**src/rtl/alu_issue.sv**
```systemverilog
// Single-issue front end for a MIPS-style ALU: decodes one request, drives the
// external ALU for one cycle, then holds the captured result until it is consumed.
module alu_issue (
  input  logic        clk,
  input  logic        reset,
  input  logic        req_valid,
  output logic        req_ready,
  input  logic [5:0]  opcode,
  input  logic [5:0]  funct,
  input  logic [31:0] rs_val,
  input  logic [31:0] rt_val,
  input  logic [15:0] imm,
  output logic [4:0]  alu_ctl,
  output logic [31:0] op_a,
  output logic [31:0] op_b,
  input  logic [31:0] alu_result,
  input  logic        alu_zero,
  output logic        rsp_valid,
  input  logic        rsp_ready,
  output logic [31:0] rsp_result,
  output logic        rsp_zero,
  output logic        rsp_illegal
);

  // Handshakes: a transfer happens on a rising edge where valid && ready are both 1;
  // a producer holds its payload stable while valid=1 and ready=0.

  typedef enum logic [1:0] {IDLE, EXEC, RESP} state_t;

  state_t      state;
  logic        is_bne;
  logic        dec_legal;
  logic        dec_bne;
  logic [4:0]  dec_ctl;
  logic [31:0] dec_b;
  logic [31:0] imm_sext;
  logic [31:0] imm_zext;

  assign imm_sext  = {{16{imm[15]}}, imm};
  assign imm_zext  = {16'h0000, imm};
  assign req_ready = (state == IDLE) && !reset;
  assign rsp_valid = (state == RESP);

  always_comb begin
    dec_legal = 1'b1;
    dec_bne   = 1'b0;
    dec_ctl   = 5'd0;
    dec_b     = rt_val;
    case (opcode)
      6'h00: begin
        case (funct)
          6'h24:        dec_ctl = 5'd0;
          6'h25:        dec_ctl = 5'd1;
          6'h20, 6'h21: dec_ctl = 5'd2;
          6'h22, 6'h23: dec_ctl = 5'd6;
          6'h2A:        dec_ctl = 5'd7;
          6'h27:        dec_ctl = 5'd8;
          6'h26:        dec_ctl = 5'd9;
          default:      dec_legal = 1'b0;
        endcase
      end
      6'h08, 6'h09: begin dec_ctl = 5'd2; dec_b = imm_sext; end
      6'h0A:        begin dec_ctl = 5'd7; dec_b = imm_sext; end
      6'h0C:        begin dec_ctl = 5'd0; dec_b = imm_zext; end
      6'h0D:        begin dec_ctl = 5'd1; dec_b = imm_zext; end
      6'h0E:        begin dec_ctl = 5'd9; dec_b = imm_zext; end
      6'h04:        dec_ctl = 5'd6;
      6'h05:        begin dec_ctl = 5'd6; dec_bne = 1'b1; end
      default:      dec_legal = 1'b0;
    endcase
  end

  always_ff @(posedge clk) begin
    if (reset) begin
      state       <= IDLE;
      is_bne      <= 1'b0;
      alu_ctl     <= 5'd0;
      op_a        <= 32'h0;
      op_b        <= 32'h0;
      rsp_result  <= 32'h0;
      rsp_zero    <= 1'b0;
      rsp_illegal <= 1'b0;
    end else begin
      case (state)
        IDLE: begin
          if (req_valid && req_ready) begin
            if (dec_legal) begin
              alu_ctl <= dec_ctl;
              op_a    <= rs_val;
              op_b    <= dec_b;
              is_bne  <= dec_bne;
              state   <= EXEC;
            end else begin
              // Illegal requests never touch the ALU operands.
              rsp_result  <= 32'h0;
              rsp_zero    <= 1'b0;
              rsp_illegal <= 1'b1;
              state       <= RESP;
            end
          end
        end
        EXEC: begin
          rsp_result  <= alu_result;
          // For bne, report "branch taken" rather than the raw equality flag.
          rsp_zero    <= is_bne ? ~alu_zero : alu_zero;
          rsp_illegal <= 1'b0;
          state       <= RESP;
        end
        RESP: begin
          if (rsp_ready) state <= IDLE;
        end
        default: state <= IDLE;
      endcase
    end
  end

endmodule

```
**config.mk**
```make
export PLATFORM = sky130hd
export DESIGN_NAME = alu_issue
export DESIGN_NICKNAME = d
export VERILOG_FILES = /design/src/rtl/alu_issue.sv
export SDC_FILE = /design/constraint.sdc
export NUM_CORES = 1
export LEC_CHECK = 0
export ABC_CLOCK_PERIOD_IN_PS = 1900
export CORE_MARGIN = 2
export CORE_UTILIZATION = 38
export CTS_CLUSTER_DIAMETER = 80
export DETAILED_ROUTE_END_ITERATION = 16
export PLACE_DENSITY = 0.82
export SLEW_MARGIN = 40
export SYNTH_ARGS = -nofsm -noshare
export SYNTH_HDL_FRONTEND = slang
export SYNTH_SLANG_ARGS = --single-unit
```
**constraint.sdc**
```tcl
create_clock -name clk -period 1.9 [get_ports clk]
set_clock_uncertainty 0.05 [all_clocks]
set_input_delay 0.38 -clock clk [delete_from_list [all_inputs] [get_ports clk]]
set_output_delay 0.38 -clock clk [all_outputs]
set_load 0.02 [all_outputs]
```
Yosys cells after proc, flatten, opt, wreduce, memory -nomap -nowiden
Cells that the tools add are included.

cells by class
  equal/unequal tests = 22
  muxes and demuxes = 20
  bitwise operators = 1
  reduce and logical (&&, ||, !) cells = 17

operator list
  kind                                                 number
  one-hot mux 32 bit (2 select lines)                  2
  2-to-1 mux 32 bit                                    2
  equality test 6 bit, second input constant           9
  one-hot mux 4 bit (6 select lines)                   2
  equality test 6 x 4 -> 1 bit, second input constant  6
  equality test 6 x 3 -> 1 bit, second input constant  2
  OR reduction 9 bit                                   1
  OR reduction 2 bit                                   4
  OR reduction 8 bit                                   1
  2-to-1 mux 1 bit                                     7
  logical NOT 6 bit                                    1
  2-to-1 mux 2 bit                                     3
  one-hot mux 1 bit (2 select lines)                   3
  one-hot mux 2 bit (3 select lines)                   1
  AND reduction 3 bit                                  2
  OR reduction 3 bit                                   2
  != test 2 x 1 -> 1 bit, second input constant        2
  equality test 2 x 1 -> 1 bit, second input constant  1
  equality test 2 bit, second input constant           1
  logical AND 1 bit                                    2
  logical NOT 2 bit                                    1
  != test 2 bit, second input constant                 1
  AND reduction 2 bit                                  1
  nonzero test 2 bit                                   1
  other kinds (2)                                      2

word-level totals
  register bits = 106
  bits of input ports = 129
  output and inout port bits = 105
  logic and storage cells = 68

Longest topological paths before layout
  depth in word-level cells = 7
  mapped depth = 9
  gate-level depth less buffers = 6

Least setup slack after synthesis
Ideal clock, no wire load.

  path type = input to register
  from = input port reset
  to = register op_b[27]
  setup time = 132 ps
  arrival = 1,736 ps
  path slack = -18 ps
  stages on the path = 7
  path through = nor3_1 > and3_1 > o21ai_2 > buf_2 > buf_2 > a211oi_1 > nor3_1

on the way
  cells in the longest elaborated chain, start to end = 4

RTL lines
  item                           line  text
  from (decl)                    5     input logic reset,
  logical NOT 1 bit              41    assign req_ready = (state == IDLE) && !reset;
  logical AND 1 bit              41
  logical AND 1 bit              86    if (req_valid && req_ready) begin
  AND reduction 3 bit (no line)  n/a
  to (signal assigned)           79    op_b <= 32'h0;
  to (signal assigned)           90    op_b <= dec_b;
  to (decl)                      15    output logic [31:0] op_b,

Parallel ways exist; a longest one is shown, timed or not.
A chain may end at the register's enable or synchronous reset.

Worst setup path in the final report
  from = input port funct[5]
  to = register rsp_result[15]

on the way
  cells in the longest elaborated chain, start to end = 6
  elaborated cells on any way between the ends = 14
  classes of those cells = 10 x eq/ne; 2 x mux; 2 x reduce/logical

RTL lines
  item                                  line  text
  from (decl)                           9     input logic [5:0] funct,
  equality test 6 bit                   51    case (funct)
  OR reduction 9 bit (no line) *        n/a
  2-to-1 mux 1 bit *                    51
  one-hot mux 1 bit (2 select lines) *  49    case (opcode)
  != test 2 bit (no line) *             n/a
  AND reduction 3 bit (no line) *       n/a
  to (signal assigned)                  103   rsp_result <= alu_result;
  to (decl)                             20    output logic [31:0] rsp_result,

Mark *: on every way between the ends. The rest lies on a longest branch, timed or not.

==> results.toml <==
[outcome]
status = "complete, no violations"

[floorplan]
dieWidth_um = 107.7
rows = 37
ios = 234
fp.dieArea_um2 = 11600
die_h_um = 107.7
core_um2 = 10370
start_util_pct = 39.42

[timing]
fin_ws_ns = 0.05226
holdWs_ns = 0.4107
rsz0062_at_grt = "true"
setup_viol = 0
final-hold-violation-count = 0
fin_crit_sh_pct = 97.25
slew_headroom_pct = 65.08
final.setup.tns_ns = 0
finalMaxSlewViolations = 0
fmax_mhz = 541.2
worstMarginPinSlew_ns = 0.5239
layout_min_cycle_time_ns = 1.848

[clock_network]
ctsHtreeMaxLevel = 3
clk_pin_slew_ns = 0.10
hold_buffers = 0
cts_sinks = 105
root_buffer = "clkbuf_8"
cts_tree = "done"
clock_path_buffers = 2
cts_buffers = 9
clock_insertion_delay_worst_skew_ns = 0.36

[logic_synthesis]
yosysSeqAreaShare_pct = 51.42
yosys_register_bits = 105
synth_cell_types = 47
synth_fp_nets = 566
synth_ff_type = "dfxtp_1"
ys_warn_count = 0
synth_enable_flop_cells = 0
syn_area_per_cell_um2 = 9.354
synthArstFlopShare_pct = 0
netlist_area_um2 = 4088
synthCells = 437

[place]
dp_hpwl_mm = 10.10
place_congestion = 0.8433
place_ws_ns = -0.3888
portBuffers = 232

[routing]
first_iter_violations = 177
ant_nets = 0
routed_wl_mm = 13.05
drt_pass1_iterations = 6
avgViaCountPerCell = 5.091
via_count = 4124
drc_errors = 0
wire_per_inst_um = 16.10

[layout]
syn_to_final_growth_pct = 66.97
drive_gt1_share_pct = 8.470
nets = 798
fin_util_pct = 65.82

[grt]
grt_max_degree = 48
grt_pass1_wl_mm = 20.08
grt.total_usage_pct = 21.66
antenna_found_initial = 1
grt_overflow = 0
grt_pass1_vias = 4023

[worst_setup_path]
cp-end-kind = "flip-flop"
slowest_stage = "clkdlybuf4s50_1"
crit_type = "input pin to flip-flop"
cp_slowest_stage_delay_ns = 0.49
cp.required_ns = 2.16
crit_buf_inv = 2
cp.depth = 7
path_cells = "clkdlybuf4s50_1 > nor3b_4 > o2111a_2 > o21ai_2 > o31ai_4 > buf_12 > a22o_1"
cp_max_fo = 33
reg2reg_depth = 6
crit_arrival_ns = 2.11
crit_family = "compound AO/OA/AOI/OAI gates"
start_kind = "input pin"

[power]
p_leak_nw = 2.529
ir_drop_mv = 0.4023
powerDensity_nw_per_um2 = 628.7

[worst_hold_path]
hp-class = "flip-flop to flip-flop"
whs_path_depth = 2

[flow_run]
maxCapViolCount = 0
-- path summary, 6_finish.rpt --
kind	from	slack (ns)	end
hold reg to reg	op_a[23]$_SDFFE_PP0P_	0.41	op_a[23]$_SDFFE_PP0P_
setup reg to reg	state[1]$_SDFFE_PP0P_	0.24	alu_ctl[0]$_SDFFE_PP0P_
setup / recovery	funct[5]	0.05	rsp_result[15]$_SDFFE_PP0P_
hold / removal	op_a[23]$_SDFFE_PP0P_	0.41	op_a[23]$_SDFFE_PP0P_
-- power breakdown --
part / internal (mW) / switching, mW
combinational: 0.387 / 0.260
sequential: 2.23 / 0.0207
clock: 0.618 / 0.772
total: 3.24 / 1.05
-- layout by cell type (no fill, tap or decap), types with 2 or more instances in the layout --
cell type	count
nor2_2	2
buf_6	3
buf_12	4
dfxtp_1	105
dlymetal6s2s_1	3
nand3b_1	3
nor3_1	18
inv_1	4
nor2_1	36
buf_4	22
clkinvlp_4	2
clkdlybuf4s50_1	226
nand2_1	71
a211oi_1	35
dlygate4sd2_1	2
o21ai_0	3
a31oi_1	3
xor2_1	2
a22o_1	33
clkbuf_8	9
mux2i_1	16
o41ai_1	2
a21oi_1	36
-- through the flow --
| stage | std cells | total power [mW] | cell area (um^2) |
|---|---|---|---|
| 2_1_floorplan | 437 | 2.544 | 4093 |
| 3_3_place_gp | 793 | 2.939 | 6593 |
| 3_5_place_dp | 793 | 2.954 | 6593 |
| 4_1_cts | 808 | 4.333 | 6788 |
| 5_1_grt | 810 | 4.474 | 6825 |
| 6_report | 810 | 4.291 | 6825 |
-- cells in the mapped netlist (2+ instances only) --
master           n  area, um^2
dlygate4sd1_1    3       26.28
xor2_1           2       17.52
inv_1            4       15.01
clkbuf_1         9       33.78
nand2_1         71       266.5
o21ai_2          2       17.52
nor2_1          36       135.1
nor3_1          19       95.09
mux2i_1         16       160.2
buf_4            2       15.01
a211oi_1        35       262.8
o41ai_1          2       17.52
nor2_2           2       12.51
buf_6            7       78.83
nor3b_1          2       15.01
a22o_1          33       289.0
nand3b_1         3       22.52
inv_2            2       7.510
o21ai_0          3       15.01
a21oi_1         36       180.2
a31oi_1          3       18.77
buf_2           16       80.08
dfxtp_1        105        2102
-- worst reg2reg max path: cells and delay by family (launching register included) --
kind                   cells  cell delay, ns
flip-flops                 1            0.37
buffers and inverters      1            0.16
AND/OR/NAND/NOR            3            0.56
AO/OA/AOI/OAI              2            0.41
-- cell families (layout without fill, tap and decap cells) --
family	count (synthesis)	in the layout	share of synthesized area, %
XOR/XNOR	3	3	0.6429
buffers and inverters	46	282	6.795
AND/OR/NAND/NOR	145	145	15.76
flip-flops	105	105	51.42
multiplexers	16	16	3.918
other	1	2	0.09174
AO/OA/AOI/OAI	121	121	21.37
-- metal layers --
metal | vias up | share of wire [%] | GRT usage [%]
li1 | 1996 | - | -
met1 | 1933 | 38 | 24.66
met2 | 179 | 52 | 38.81
met3 | 16 | 8.7 | 6.538
met4 | 0 | 1.7 | 6.410
met5 | - | 0 | 0
-- registers in the layout (all words and copies together), names as in the netlist --
| register | count |
|---|---|
| op_a | 32 |
| rsp_zero | 1 |
| is_bne | 1 |
| state | 2 |
| rsp_result | 32 |
| rsp_illegal | 1 |
| alu_ctl | 4 |
| op_b | 32 |
-- final cells by class --
cell class	count	area [um^2]
Antenna cell	1	2.502
Clock buffer	10	127.6
Clock inverter	5	65.06
Fill cell	874	3545
Inverter	6	25.02
Multi-Input combinational cell	286	1732
Sequential cell	105	2102
Tap cell	136	170.2
Timing Repair Buffer	261	2601
-- repair_timing --
item / in CTS / in global routing
endpoints found under the setup margin: 4 / 83
pin swaps: 0 / 2
setup buffers: 0 / 1
gates resized for setup: 4 / 8
(Power assumes the default switching activity.)
